`config.mk`:
```
export PLATFORM = sky130hd
export DESIGN_NAME = inst_loader_flat
export DESIGN_NICKNAME = d
export VERILOG_FILES = /design/src/rtl/inst_loader_if.sv /design/src/rtl/inst_loader.sv /design/src/flat_wrapper.sv
export SDC_FILE = /design/constraint.sdc
export NUM_CORES = 1
export LEC_CHECK = 0
export BUFFER_PORTS_ARGS = -buffer_cell sky130_fd_sc_hd__buf_2
export CAP_MARGIN = 5
export CORE_MARGIN = 2
export CORE_UTILIZATION = 50
export DETAILED_ROUTE_END_ITERATION = 7
export GPL_TIMING_DRIVEN = 0
export PLACE_DENSITY = 0.77
export SYNTH_ARGS = -nofsm -noshare
export SYNTH_HDL_FRONTEND = slang
export SYNTH_SLANG_ARGS = --single-unit
```
`constraint.sdc`:
```
create_clock -name clk -period 7.8 [get_ports clk]
set_input_delay 0 -clock clk [delete_from_list [all_inputs] [get_ports clk]]
set_output_delay 0 -clock clk [all_outputs]
set_load 0.005 [all_outputs]
```
`src/rtl/inst_loader_if.sv`:
```
// Byte-stream input and instruction-memory write port of the program loader.
// master = loader side, slave = UART/memory side.
interface inst_loader_if #(
  parameter int ADDR_WIDTH = 14,
  parameter int WORD_WIDTH = 32
);
  logic                  byte_valid;
  logic [7:0]            byte_data;
  logic                  byte_ready;
  logic                  imem_we;
  logic [ADDR_WIDTH-1:0] imem_addr;
  logic [WORD_WIDTH-1:0] imem_wdata;

  modport master (
    input  byte_valid, byte_data,
    output byte_ready, imem_we, imem_addr, imem_wdata
  );

  modport slave (
    output byte_valid, byte_data,
    input  byte_ready, imem_we, imem_addr, imem_wdata
  );
endinterface

```
`src/rtl/inst_loader.sv`:
```
// Program loader: header N + N little-endian words from a byte stream into imem; INST_LOADER_CHECKSUM_EN adds an XOR trailer byte.
// One write cycle per word after its 4th byte (byte_ready low then); done/err follow the last write or a failure.
module inst_loader #(
  parameter int ADDR_WIDTH = 14,
  parameter int WORD_WIDTH = 32,
  parameter int TIMEOUT    = 1000000
) (
  input  logic                clk,
  input  logic                rst_n,
  input  logic                start,
  inst_loader_if.master       bus,
  output logic                cpu_hold,
  output logic                done,
  output logic                err,
  output logic [ADDR_WIDTH:0] word_count
);

  localparam int TW = (TIMEOUT > 0) ? $clog2(TIMEOUT + 1) : 1;

  typedef enum logic [2:0] {
    S_IDLE,
    S_HDR,
    S_DATA,
    S_WRITE,
    S_CSUM,
    S_DONE,
    S_ERR
  } state_t;

`ifdef INST_LOADER_CHECKSUM_EN
  localparam state_t S_FIN = S_CSUM;
`else
  localparam state_t S_FIN = S_DONE;
`endif

  state_t                state_q, state_d;
  logic [1:0]            byte_cnt_q, byte_cnt_d;
  logic [31:0]           hdr_q, hdr_d;
  logic [WORD_WIDTH-1:0] word_q, word_d;
  logic [ADDR_WIDTH-1:0] idx_q, idx_d;
  logic [ADDR_WIDTH:0]   word_count_q, word_count_d;
  logic [TW-1:0]         tmo_q, tmo_d;
`ifdef INST_LOADER_CHECKSUM_EN
  logic [7:0]            csum_q, csum_d;
`endif

  logic        rdy;
  logic        byte_acc;
  logic        last_word;
  logic        oversize;
  logic [31:0] hdr_next;

  assign rdy       = (state_q == S_HDR) || (state_q == S_DATA) || (state_q == S_CSUM);
  assign byte_acc  = rdy && bus.byte_valid;
  assign hdr_next  = {bus.byte_data, hdr_q[31:8]};
  assign last_word = (33'(word_count_q) + 33'd1) == {1'b0, hdr_q};
  // N equal to the full memory size is legal; only strictly larger is rejected
  assign oversize  = {1'b0, hdr_next} > (33'd1 << ADDR_WIDTH);

  always_comb begin
    state_d      = state_q;
    byte_cnt_d   = byte_cnt_q;
    hdr_d        = hdr_q;
    word_d       = word_q;
    idx_d        = idx_q;
    word_count_d = word_count_q;
    tmo_d        = '0;
`ifdef INST_LOADER_CHECKSUM_EN
    csum_d       = csum_q;
`endif
    case (state_q)
      S_IDLE, S_DONE, S_ERR: begin
        if (start) begin
          state_d      = S_HDR;
          byte_cnt_d   = '0;
          hdr_d        = '0;
          idx_d        = '0;
          word_count_d = '0;
`ifdef INST_LOADER_CHECKSUM_EN
          csum_d       = '0;
`endif
        end
      end
      S_HDR: begin
        if (byte_acc) begin
          hdr_d      = hdr_next;
          byte_cnt_d = byte_cnt_q + 2'd1;
          if (byte_cnt_q == 2'd3) begin
            if (hdr_next == '0)  state_d = S_FIN;
            else if (oversize)   state_d = S_ERR;
            else                 state_d = S_DATA;
          end
        end
      end
      S_DATA: begin
        if (byte_acc) begin
          word_d     = {bus.byte_data, word_q[WORD_WIDTH-1:8]};
          byte_cnt_d = byte_cnt_q + 2'd1;
`ifdef INST_LOADER_CHECKSUM_EN
          csum_d     = csum_q ^ bus.byte_data;
`endif
          if (byte_cnt_q == 2'd3) state_d = S_WRITE;
        end
      end
      S_WRITE: begin
        word_count_d = word_count_q + (ADDR_WIDTH+1)'(1);
        // the address holds on the last word so a full-memory load ends at all-ones
        if (last_word) begin
          state_d = S_FIN;
        end else begin
          idx_d   = idx_q + ADDR_WIDTH'(1);
          state_d = S_DATA;
        end
      end
`ifdef INST_LOADER_CHECKSUM_EN
      S_CSUM: begin
        if (byte_acc) state_d = (bus.byte_data == csum_q) ? S_DONE : S_ERR;
      end
`endif
      default: state_d = S_IDLE;
    endcase

    if (TIMEOUT != 0 && rdy) begin
      if (byte_acc) begin
        tmo_d = '0;
      end else begin
        tmo_d = tmo_q + TW'(1);
        if (32'(tmo_q) + 32'd1 >= 32'(TIMEOUT)) state_d = S_ERR;
      end
    end
  end

  always_ff @(posedge clk) begin
    if (!rst_n) begin
      state_q      <= S_IDLE;
      byte_cnt_q   <= '0;
      hdr_q        <= '0;
      word_q       <= '0;
      idx_q        <= '0;
      word_count_q <= '0;
      tmo_q        <= '0;
`ifdef INST_LOADER_CHECKSUM_EN
      csum_q       <= '0;
`endif
    end else begin
      state_q      <= state_d;
      byte_cnt_q   <= byte_cnt_d;
      hdr_q        <= hdr_d;
      word_q       <= word_d;
      idx_q        <= idx_d;
      word_count_q <= word_count_d;
      tmo_q        <= tmo_d;
`ifdef INST_LOADER_CHECKSUM_EN
      csum_q       <= csum_d;
`endif
    end
  end

  assign bus.byte_ready = rdy;
  assign bus.imem_we    = (state_q == S_WRITE);
  assign bus.imem_addr  = idx_q;
  assign bus.imem_wdata = word_q;
  assign cpu_hold       = (state_q != S_IDLE) && (state_q != S_DONE);
  assign done           = (state_q == S_DONE);
  assign err            = (state_q == S_ERR);
  assign word_count     = word_count_q;

endmodule

```
`src/flat_wrapper.sv`:
```
// flat-port wrapper written by rule: the top's interface ports become plain ports
module inst_loader_flat 
#(
  parameter int ADDR_WIDTH = 14,
  parameter int WORD_WIDTH = 32,
  parameter int TIMEOUT    = 1000000
)
  (clk, rst_n, start, cpu_hold, done, err, word_count, bus_byte_valid, bus_byte_data, bus_byte_ready, bus_imem_we, bus_imem_addr, bus_imem_wdata);
  inst_loader_if #(.ADDR_WIDTH(ADDR_WIDTH), .WORD_WIDTH(WORD_WIDTH)) bus_i ();
  input  logic clk;
  input  logic rst_n;
  input  logic start;
  output logic cpu_hold;
  output logic done;
  output logic err;
  output logic [ADDR_WIDTH:0] word_count;
  input wire logic [$bits(bus_i.byte_valid)-1:0] bus_byte_valid;
  input wire logic [$bits(bus_i.byte_data)-1:0] bus_byte_data;
  output wire logic [$bits(bus_i.byte_ready)-1:0] bus_byte_ready;
  output wire logic [$bits(bus_i.imem_we)-1:0] bus_imem_we;
  output wire logic [$bits(bus_i.imem_addr)-1:0] bus_imem_addr;
  output wire logic [$bits(bus_i.imem_wdata)-1:0] bus_imem_wdata;
  assign bus_i.byte_valid = bus_byte_valid;
  assign bus_i.byte_data = bus_byte_data;
  assign bus_byte_ready = bus_i.byte_ready;
  assign bus_imem_we = bus_i.imem_we;
  assign bus_imem_addr = bus_i.imem_addr;
  assign bus_imem_wdata = bus_i.imem_wdata;
  inst_loader #(.ADDR_WIDTH(ADDR_WIDTH), .WORD_WIDTH(WORD_WIDTH), .TIMEOUT(TIMEOUT)) u_core (.clk(clk), .rst_n(rst_n), .start(start), .bus(bus_i), .cpu_hold(cpu_hold), .done(done), .err(err), .word_count(word_count));
endmodule
```
==> flow_summary.ini, run 1 <==
[yosys]
ys.flop_type = dfxtp_1
synth.cell_area_mm2 = 0.00605
syn-num-nets = 758
synth_fa_ha_area_frac = 0.00827
ys_types = 61
synth_compound_area_frac = 0.201
yosys_warnings = 0
synth-seq-cells = 118
synth_top_family_by_area = simple AND/OR/NAND/NOR gates
synthMuxAreaShare = 0.0118
avgSynthCellArea_um2 = 8.15
synth-simple-area-share = 0.293
synth-xor-area-share = 0.0507
synth-edff-count = 0
synthArstFlopShare = 0
synth_seq_area_share = 0.391
synth_cells = 742

[floorplan]
die_area_mm2 = 0.0130
placementRows = 40
core_area_mm2 = 0.0119
die_h_um = 114
die_x_um = 114
initial_utilization = 0.508
ios = 78

[worst_hold_path]
min_path_type = in -> reg

[grt]
grt_pass1_vias = 5171
top_usage_layer = met2
grtUsageTotal = 0.247
gr-usage-met1 = 0.336
antenna_found_initial = 0
grt_overflow = 0
grt_pass1_wl_um = 25500
grt_max_degree = 17
use_met3 = 0.0584
met2_usage = 0.378

[timing]
setup_viol = 0
max_freq_mhz = 269
tightest_slew_ps = 742
rsz0062_at_grt = no
finalCriticalPeriod_ps = 3710
maxSlewViolCount = 0
final_hold_viol_count = 0
fin_tns_setup_ps = 0
fin_crit_sh = 0.476
clock_skew_ps = 12.1
slew_headroom = 0.501

[critical_path]
crit_type = reg -> reg
crit_path_end_kind = register
max_stage_delay_ps = 570
crit_required_ps = 8110
arrival_ps = 4020
crit_slowest_cell = or4_1
critPathMaxFanout = 10
start_kind = register
crit_chain = ha_1, and3_1, buf_4, a21oi_1, or4_1, or4_1, a2111oi_4, buf_4, nor2_2, a211o_1

[detailed_routing]
route.detailed.drc = 0
first_pass_iters = 5
vias_per_cell = 5.69
routed_wirelength_um = 15800
ant_nets = 0
drtIter0Drc = 485
num_vias = 5712
wl_per_cell_um = 15.7

[status]
status = complete, no violations

[layout]
drive_above_1_share = 0.166
layout_common_cells = 118 x dfxtp_1, 108 x nand2_1, 82 x buf_2
final_util = 0.614
area_growth_pct = 20.9
layout_commonest_cell = dfxtp_1
diodes = 0
fin_nets = 861

[power_and_ir_drop]
pwr-share-seq = 0.410
ir_drop_uv = 167
internal_power_uw = 1170
clock_power_share = 0.551
leakagePower_uw = 0.00268
p_sw_uw = 316
switching_share = 0.213
cellPowerDensity_mw_per_mm2 = 203
comb_power_share = 0.039

[cts]
cts_tree = yes
cts_setup_buffers = 0
clkTransAtPathRegs_ps = 50
cts_buffers = 17
cts_sinks = 118
cts-htree-levels = 4
insertion_delay_ps = 420
cts_hold_buffers = 8
post_cts_resized = 0
cts-root-buf = clkbuf_16
cts_buffer_depth = 2

[place]
place_congestion = 0.886
io_buffers = 76
dp_hpwl_um = 11000

[run]
maxCapViolCount = 0
==> worst max-delay path: cells and delay by family (launching register included) <==
| family | cells | cell delay, ps |
|---|---|---|
| buf+inv | 2 | 430 |
| fa+ha+maj | 1 | 350 |
| compound gates | 3 | 930 |
| simple gates | 4 | 1390 |
| flops | 1 | 480 |
==> flip-flops by register name (all words and copies together) (netlist names) <==
name	cells
u_core.bus.imem_addr	14
u_core.bus.imem_wdata	32
u_core.byte_cnt_q	2
u_core.hdr_q	32
u_core.state_q	3
u_core.tmo_q	20
u_core.word_count	15
==> layout make-up <==
class,count,area [um^2]
plain buffers,54,229
clock buffers,19,443
clock inverters,12,179
fillers,1042,4600
inverters,12,45.0
multi-input cells,558,3410
flip-flops and latches,118,2360
well taps,147,184
repair buffers,84,460
==> metrics by stage <==
step | instance area (um^2) | worst slack [ps] | power (uW) | hold WS, ps | instances
floorplan | 6050 | 4610 | 656 | 145 | 742
global placement | 6610 | 4140 | 675 | 278 | 965
detailed placement | 6610 | 4140 | 675 | 288 | 965
CTS | 7310 | 4120 | 1490 | 17.5 | 1004
global route | 7310 | 3910 | 1530 | 42.4 | 1004
finish | 7310 | 4090 | 1480 | 39.6 | 1004
==> logic make-up after synthesis <==
group / after synthesis
AO/OA/AOI/OAI: 172
adder cells (fa/ha/maj): 4
buffers and inverters: 66
multiplexers: 7
XOR/XNOR: 35
AND/OR/NAND/NOR: 340
flip-flops: 118
==> power groups by stage <==
| stage | registers, uW | logic, uW | clock network [uW] |
|---|---|---|---|
| 6_report | 608 | 58.4 | 817 |
| 3_3_place_gp | 621 | 54.0 | 0 |
| 5_1_grt | 608 | 64.8 | 856 |
| 4_1_cts | 608 | 57.6 | 827 |
| 3_5_place_dp | 621 | 54.4 | 0 |
| 2_1_floorplan | 620 | 36.1 | 0 |
==> routing by layer <==
layer	vias to the layer above	share of wire
met2	169	0.46
met1	2678	0.47
met4	0	0.019
met5	-	0
met3	25	0.054
li1	2840	-
==> worst paths after layout <==
kind                                 start                        to  slack (ps)  cells after the start
setup / recovery      u_core.word_count[0]         u_core.state_q[1]        4090                     10
hold / removal              bus_byte_valid           u_core.tmo_q[1]          40                      3
setup reg to reg      u_core.word_count[0]         u_core.state_q[1]        4090                     10
hold reg to reg   u_core.bus.imem_wdata[2]  u_core.bus.imem_wdata[2]         460                      2
==> synthesized netlist by cell type (all sizes together) (2+ instances only) <==
cell     count  share of area
dfxtp      118           0.39
nand2      108          0.067
nor2b       48          0.050
nor2        45          0.028
clkbuf      43          0.027
a21boi      37          0.046
a22oi       37          0.046
a21oi       34          0.031
nand3       25          0.022
o21ai       25          0.021
xnor2       23          0.033
nand4       17          0.018
nor3        17          0.014
or4         15          0.020
and2        12          0.012
inv         12         0.0074
nor4        12          0.013
xor2        12          0.017
buf         11          0.011
and3        10          0.010
o31ai        9          0.011
or3          7         0.0072
and4         6         0.0087
mux2i        6         0.0099
nand2b       6         0.0062
a211o        4         0.0060
ha           4         0.0083
nand3b       4         0.0050
or2          4         0.0041
o21a         3         0.0037
o21bai       3         0.0037
a2111oi      2         0.0070
a21o         2         0.0025
a311oi       2         0.0029
a31oi        2         0.0021
o41ai        2         0.0029
No activity file was read; power rests on OpenSTA's default activity.
==> run 2: changes to the inputs <==
==> constraint.sdc (replaced) <==
create_clock -name clk -period 3.5 [get_ports clk]
set_input_delay 0 -clock clk [delete_from_list [all_inputs] [get_ports clk]]
set_output_delay 0 -clock clk [all_outputs]
set_load 0.005 [all_outputs]
==> run 2 against run 1 <==
Effect of this change: critical path type unchanged; combinational power up 120%; cell count hardly changed; routed wire length is 0.58% higher; count of clock-buffer cells in the layout unchanged; total power up 120%; clock skew down 0.96 ps; register-to-register slack got worse by 3900 ps; largest power group unchanged; die area stayed put.
==> flow_summary.ini, run 2 (same netlist as run 1, synthesis figures left out) <==
[grt]
grt_pass1_wl_um = 25600
antenna_found_initial = 0
grt_overflow = 0
grt_pass1_vias = 5207
grtUsageTotal = 0.248
grt_max_degree = 17

[layout]
layout_commonest_cell = dfxtp_1
drive_above_1_share = 0.170
diodes = 0
final_util = 0.616
area_growth_pct = 21.4
fin_nets = 862
finalNonFillerCells = 1005
layout_common_cells = 117 x dfxtp_1, 108 x nand2_1, 82 x buf_2
fill_cells = 1034

[critical_path]
crit_path_end_kind = register
crit_slowest_cell = or4_1
crit_type = reg -> reg
critPathBufInv = 2
crit_family = simple AND/OR/NAND/NOR gates
crit_chain = ha_2, and3_1, buf_4, a21oi_1, or4_1, or4_1, a2111oi_4, buf_4, nor2_2, a211o_1
critPathMaxFanout = 10
start_kind = register
max_stage_delay_ps = 570
arrival_ps = 3640
crit_required_ps = 3800

[place]
dpl.cell_count = 965
io_buffers = 76
dp_hpwl_um = 11000
place_congestion = 0.886

[detailed_routing]
wl_per_cell_um = 15.8
first_pass_iters = 5
route.detailed.drc = 0
num_vias = 5756
vias_per_cell = 5.73
ant_nets = 0
routed_wirelength_um = 15900
drtIter0Drc = 443

[timing]
clock_skew_ps = 11.1
tightest_slew_ps = 742
rsz0062_at_grt = no
fin_crit_sh = 0.953
maxSlewViolCount = 0
final_hold_viol_count = 0
slew_headroom = 0.501
finalCriticalPeriod_ps = 3340
setup_viol = 0
max_freq_mhz = 300

[floorplan]
die_h_um = 114
core_area_mm2 = 0.0119
ios = 78
die_area_mm2 = 0.0130
initial_utilization = 0.508
die_x_um = 114
placementRows = 40

[power_and_ir_drop]
leakagePower_uw = 0.00269
internal_power_uw = 2600
cellPowerDensity_mw_per_mm2 = 451
ir_drop_uv = 372
clock_power_share = 0.551
switching_share = 0.214
pwr-share-seq = 0.409
comb_power_share = 0.039
p_sw_uw = 709

[cts]
cts-root-buf = clkbuf_16
cts_buffers = 17
clkTransAtPathRegs_ps = 50
cts-htree-levels = 4
insertion_delay_ps = 420
cts_buffer_depth = 2
cts_sinks = 118
cts_tree = yes

[run]
maxCapViolCount = 0

[worst_hold_path]
min_path_type = in -> reg

[status]
status = complete, no violations
==> run 2: cell type report <==
cell class	instances	area, um^2	share of cell area
Buffer	54	229	0.0312
Clock buffer	19	443	0.0603
Clock inverter	12	179	0.0244
Inverter	12	45.0	0.00613
Multi-Input combinational cell	558	3430	0.467
Sequential cell	118	2360	0.322
Tap cell	147	184	0.0250
Timing Repair Buffer	85	468	0.0637
==> run 2: worst reg2reg max path, stage by stage, from the launching register on <==
cell and delay (ps):
dfxtp_1 420, ha_2 290, and3_1 190, buf_4 170, a21oi_1 70, or4_1 570
or4_1 530, a2111oi_4 360, buf_4 250, nor2_2 70, a211o_1 290
==> run 2: final timing paths <==
path,slack [ps],end,startpoint,depth (start not counted)
worst min register to register,460,u_core.bus.imem_wdata[2],u_core.bus.imem_wdata[2],2
worst max-delay path,160,u_core.state_q[1],u_core.word_count[1],10
worst max register to register,160,u_core.state_q[1],u_core.word_count[1],10
worst min-delay path,40,u_core.tmo_q[1],bus_byte_valid,3
==> run 2: through the flow <==
step	total power [uW]	hold slack [ps]	setup slack [ps]	setup TNS [ps]	cell area, um^2
after CTS	3330	17.5	17.0	0	7340
after detailed placement	1510	288	-158	-799	6610
final	3310	39.8	164	0	7340
after global routing	3410	42.4	63.6	0	7340
after global placement	1500	278	-164	-725	6610
after floorplan	1460	145	305	0	6050
==> run 2: routing by layer <==
layer	routed length, um	part of all wire	GRT usage	vias up
li1	-	-	-	2848
met1	7440	0.47	0.335	2691
met2	7160	0.45	0.381	186
met3	921	0.058	0.0595	31
met4	333	0.021	0.105	0
met5	0	0	0	-
==> run 2: what timing repair did <==
| item | CTS | global route |
|---|---|---|
| hold buffers | 8 | 0 |
| buffers inserted | 1 | 0 |
| setup endpoints to repair | 13 | 8 |
| pin swaps | 1 | 1 |
| gates resized for setup | 2 | 2 |
| endpoints found under the hold margin | 16 | 0 |
==> run 2: power by group through the flow <==
stage | Sequential [uW] | Clock, uW | Combinational (uW)
finish | 1360 | 1830 | 130
floorplan | 1380 | 0 | 80.5
global placement | 1380 | 0 | 120
global route | 1360 | 1910 | 144
CTS | 1360 | 1840 | 128
detailed placement | 1380 | 0 | 121
==> run 3: changes to the inputs <==
--- a/config.mk
+++ b/config.mk
@@ -7,11 +7,10 @@
 export LEC_CHECK = 0
 export BUFFER_PORTS_ARGS = -buffer_cell sky130_fd_sc_hd__buf_2
 export CAP_MARGIN = 5
-export CORE_MARGIN = 2
-export CORE_UTILIZATION = 50
+export CORE_UTILIZATION = 55
 export DETAILED_ROUTE_END_ITERATION = 7
 export GPL_TIMING_DRIVEN = 0
-export PLACE_DENSITY = 0.77
+export PLACE_DENSITY = 0.82
 export SYNTH_ARGS = -nofsm -noshare
 export SYNTH_HDL_FRONTEND = slang
 export SYNTH_SLANG_ARGS = --single-unit
==> run 3 against run 2 <==
Effect of this change: worst setup slack better by 37 ps; core utilization up 8.1 points; routed wire length rose by 4.6%; register-to-register slack improved by 40 ps; count of clock-buffer cells in the layout rose by 2; non-clock buffer count grew 2; maximum frequency rose by 1.1%; cell count down 0.80%.
==> flow_summary.ini, run 3 (same netlist as run 1, synthesis figures left out) <==
[place]
place_congestion = 0.919
post_dp_cell_area_mm2 = 0.00660
io_buffers = 76
dpl.cell_count = 954
dp_hpwl_um = 11400

[critical_path]
crit_path_end_kind = register
reg2reg_depth = 9
arrival_ps = 3700
timing.reg2reg.setup_slack_ps = 200
crit_required_ps = 3900
r2r_start = u_core.word_count[1]
start_kind = register
crit_type = reg -> reg
critPathMaxFanout = 10
max_stage_delay_ps = 580
r2r_end = u_core.bus.imem_addr[10]
crit_slowest_cell = or4_1
crit_chain = ha_2, nand3_2, or4_4, a2111o_1, or4_1, a2111oi_4, buf_4, or4_2, a21oi_2

[grt]
grt_max_degree = 17
grt_pass1_wl_um = 26900
grt_overflow = 0
antenna_found_initial = 0
grtUsageTotal = 0.300
grt_pass1_vias = 5668

[floorplan]
die_area_mm2 = 0.0114
die_x_um = 107
initial_utilization = 0.576
placementRows = 37
die_h_um = 107
ios = 78
core_area_mm2 = 0.0105

[detailed_routing]
highest_layer = met4
wl_met1_um = 7190
wl_per_cell_um = 16.6
wl_met3_um = 1050
dr_wl_met2_um = 7840
num_vias = 5944
drtIter0Drc = 554
routed_wirelength_um = 16600
vias_per_cell = 5.96
ant_nets = 0
route.detailed.drc = 0
first_pass_iters = 6

[layout]
finalNonFillerCells = 997
diodes = 0
fin_area_mm2 = 0.00733
layout_commonest_cell = dfxtp_1
area_growth_pct = 21.1
fill_cells = 799
fin_nets = 864
drive_above_1_share = 0.170
layout_common_cells = 117 x dfxtp_1, 108 x nand2_1, 82 x buf_2

[timing]
final_hold_viol_count = 0
rsz0062_at_grt = no
setup_viol = 0
max_freq_mhz = 303
tightest_slew_ps = 830
clock_skew_ps = 8.94
finalCriticalPeriod_ps = 3300
maxSlewViolCount = 0
fin_tns_setup_ps = 0
slew_headroom = 0.441
fin_crit_sh = 0.943

[cts]
cts-root-buf = clkbuf_8
cts_sinks = 118
clkTransAtPathRegs_ps = 60
cts_tree = yes
cts_buffers = 17
cts_buffer_depth = 2
insertion_delay_ps = 540
cts-htree-levels = 4

[status]
status = complete, no violations

[run]
maxCapViolCount = 0

[power_and_ir_drop]
ir_drop_uv = 393
leakagePower_uw = 0.00268
cellPowerDensity_mw_per_mm2 = 444

[worst_hold_path]
min_path_type = in -> reg
holdPathStages = 4
min_to = u_core.state_q[2]
hp-start = rst_n
## run 3: changes by cell type in the layout (fill, tap and decap cells not counted), sizes merged
cell / delta
clkbuf: +2
bufinv: -1
clkinv: -1
inv: +1
dlygate4sd3: +2
## run 3: what timing repair did
action / CTS / global route
resized for setup: 2 / 2
buffers inserted: 1 / 0
setup endpoints to repair: 16 / 9
hold buffers: 10 / 0
cloned: 0 / 0
hold endpoints to repair: 20 / 0
pin swaps: 1 / 1
## run 3: worst max path at each step
stage,startpoint,end,slack (ps),depth (start not counted)
2_1_floorplan,u_core.word_count[0],u_core.bus.imem_addr[10],310,9
3_3_place_gp,u_core.word_count[0],u_core.state_q[1],-80,10
3_5_place_dp,u_core.word_count[0],u_core.state_q[1],-150,10
4_1_cts,u_core.word_count[0],u_core.bus.imem_addr[11],20,9
5_1_grt,u_core.word_count[1],u_core.state_q[1],50,10
6_report,u_core.word_count[1],u_core.bus.imem_addr[10],200,9
## run 3: worst max-delay path: cells and delay by family, from the launching register on
| family | cells | cell delay (ps) |
|---|---|---|
| AND/OR/NAND/NOR | 4 | 1410 |
| adder cells (fa/ha/maj) | 1 | 300 |
| flip-flops | 1 | 410 |
| AO/OA/AOI/OAI | 3 | 780 |
| buffers and inverters | 1 | 250 |
## run 3: cell type report
type | count | area, um^2 | area share
plain buffers | 54 | 229 | 0.0313
well taps | 136 | 170 | 0.0232
flip-flops and latches | 118 | 2360 | 0.323
clock inverters | 11 | 149 | 0.0203
clock buffers | 21 | 449 | 0.0613
inverters | 12 | 45.0 | 0.00615
repair buffers | 87 | 488 | 0.0666
multi-input cells | 558 | 3430 | 0.468
## run 3: power by group
group | leakage (uW) | switching, uW | total (uW) | internal [uW]
Sequential | 0.000951 | 5.38 | 1360 | 1350
Combinational | 0.00145 | 84.8 | 134 | 49.3
Clock | 0.000285 | 641 | 1760 | 1120
## run 3: stage by stage
| step | worst slack, ps | power [uW] | hold WS (ps) | util |
|---|---|---|---|---|
| 6_report | 201 | 3250 | 76.0 | 0.697 |
| 5_1_grt | 49.1 | 3340 | 135 | 0.697 |
| 4_1_cts | 20.1 | 3250 | 61.0 | 0.697 |
| 3_5_place_dp | -151 | 1500 | 285 | 0.628 |
| 3_3_place_gp | -83.3 | 1500 | 277 | 0.628 |
| 2_1_floorplan | 305 | 1460 | 145 | - |
## run 3: routing by layer
layer	vias to the layer above	global-route usage
met5	-	0
met3	48	0.0699
li1	2856	-
met4	0	0.155
met2	266	0.493
met1	2774	0.365
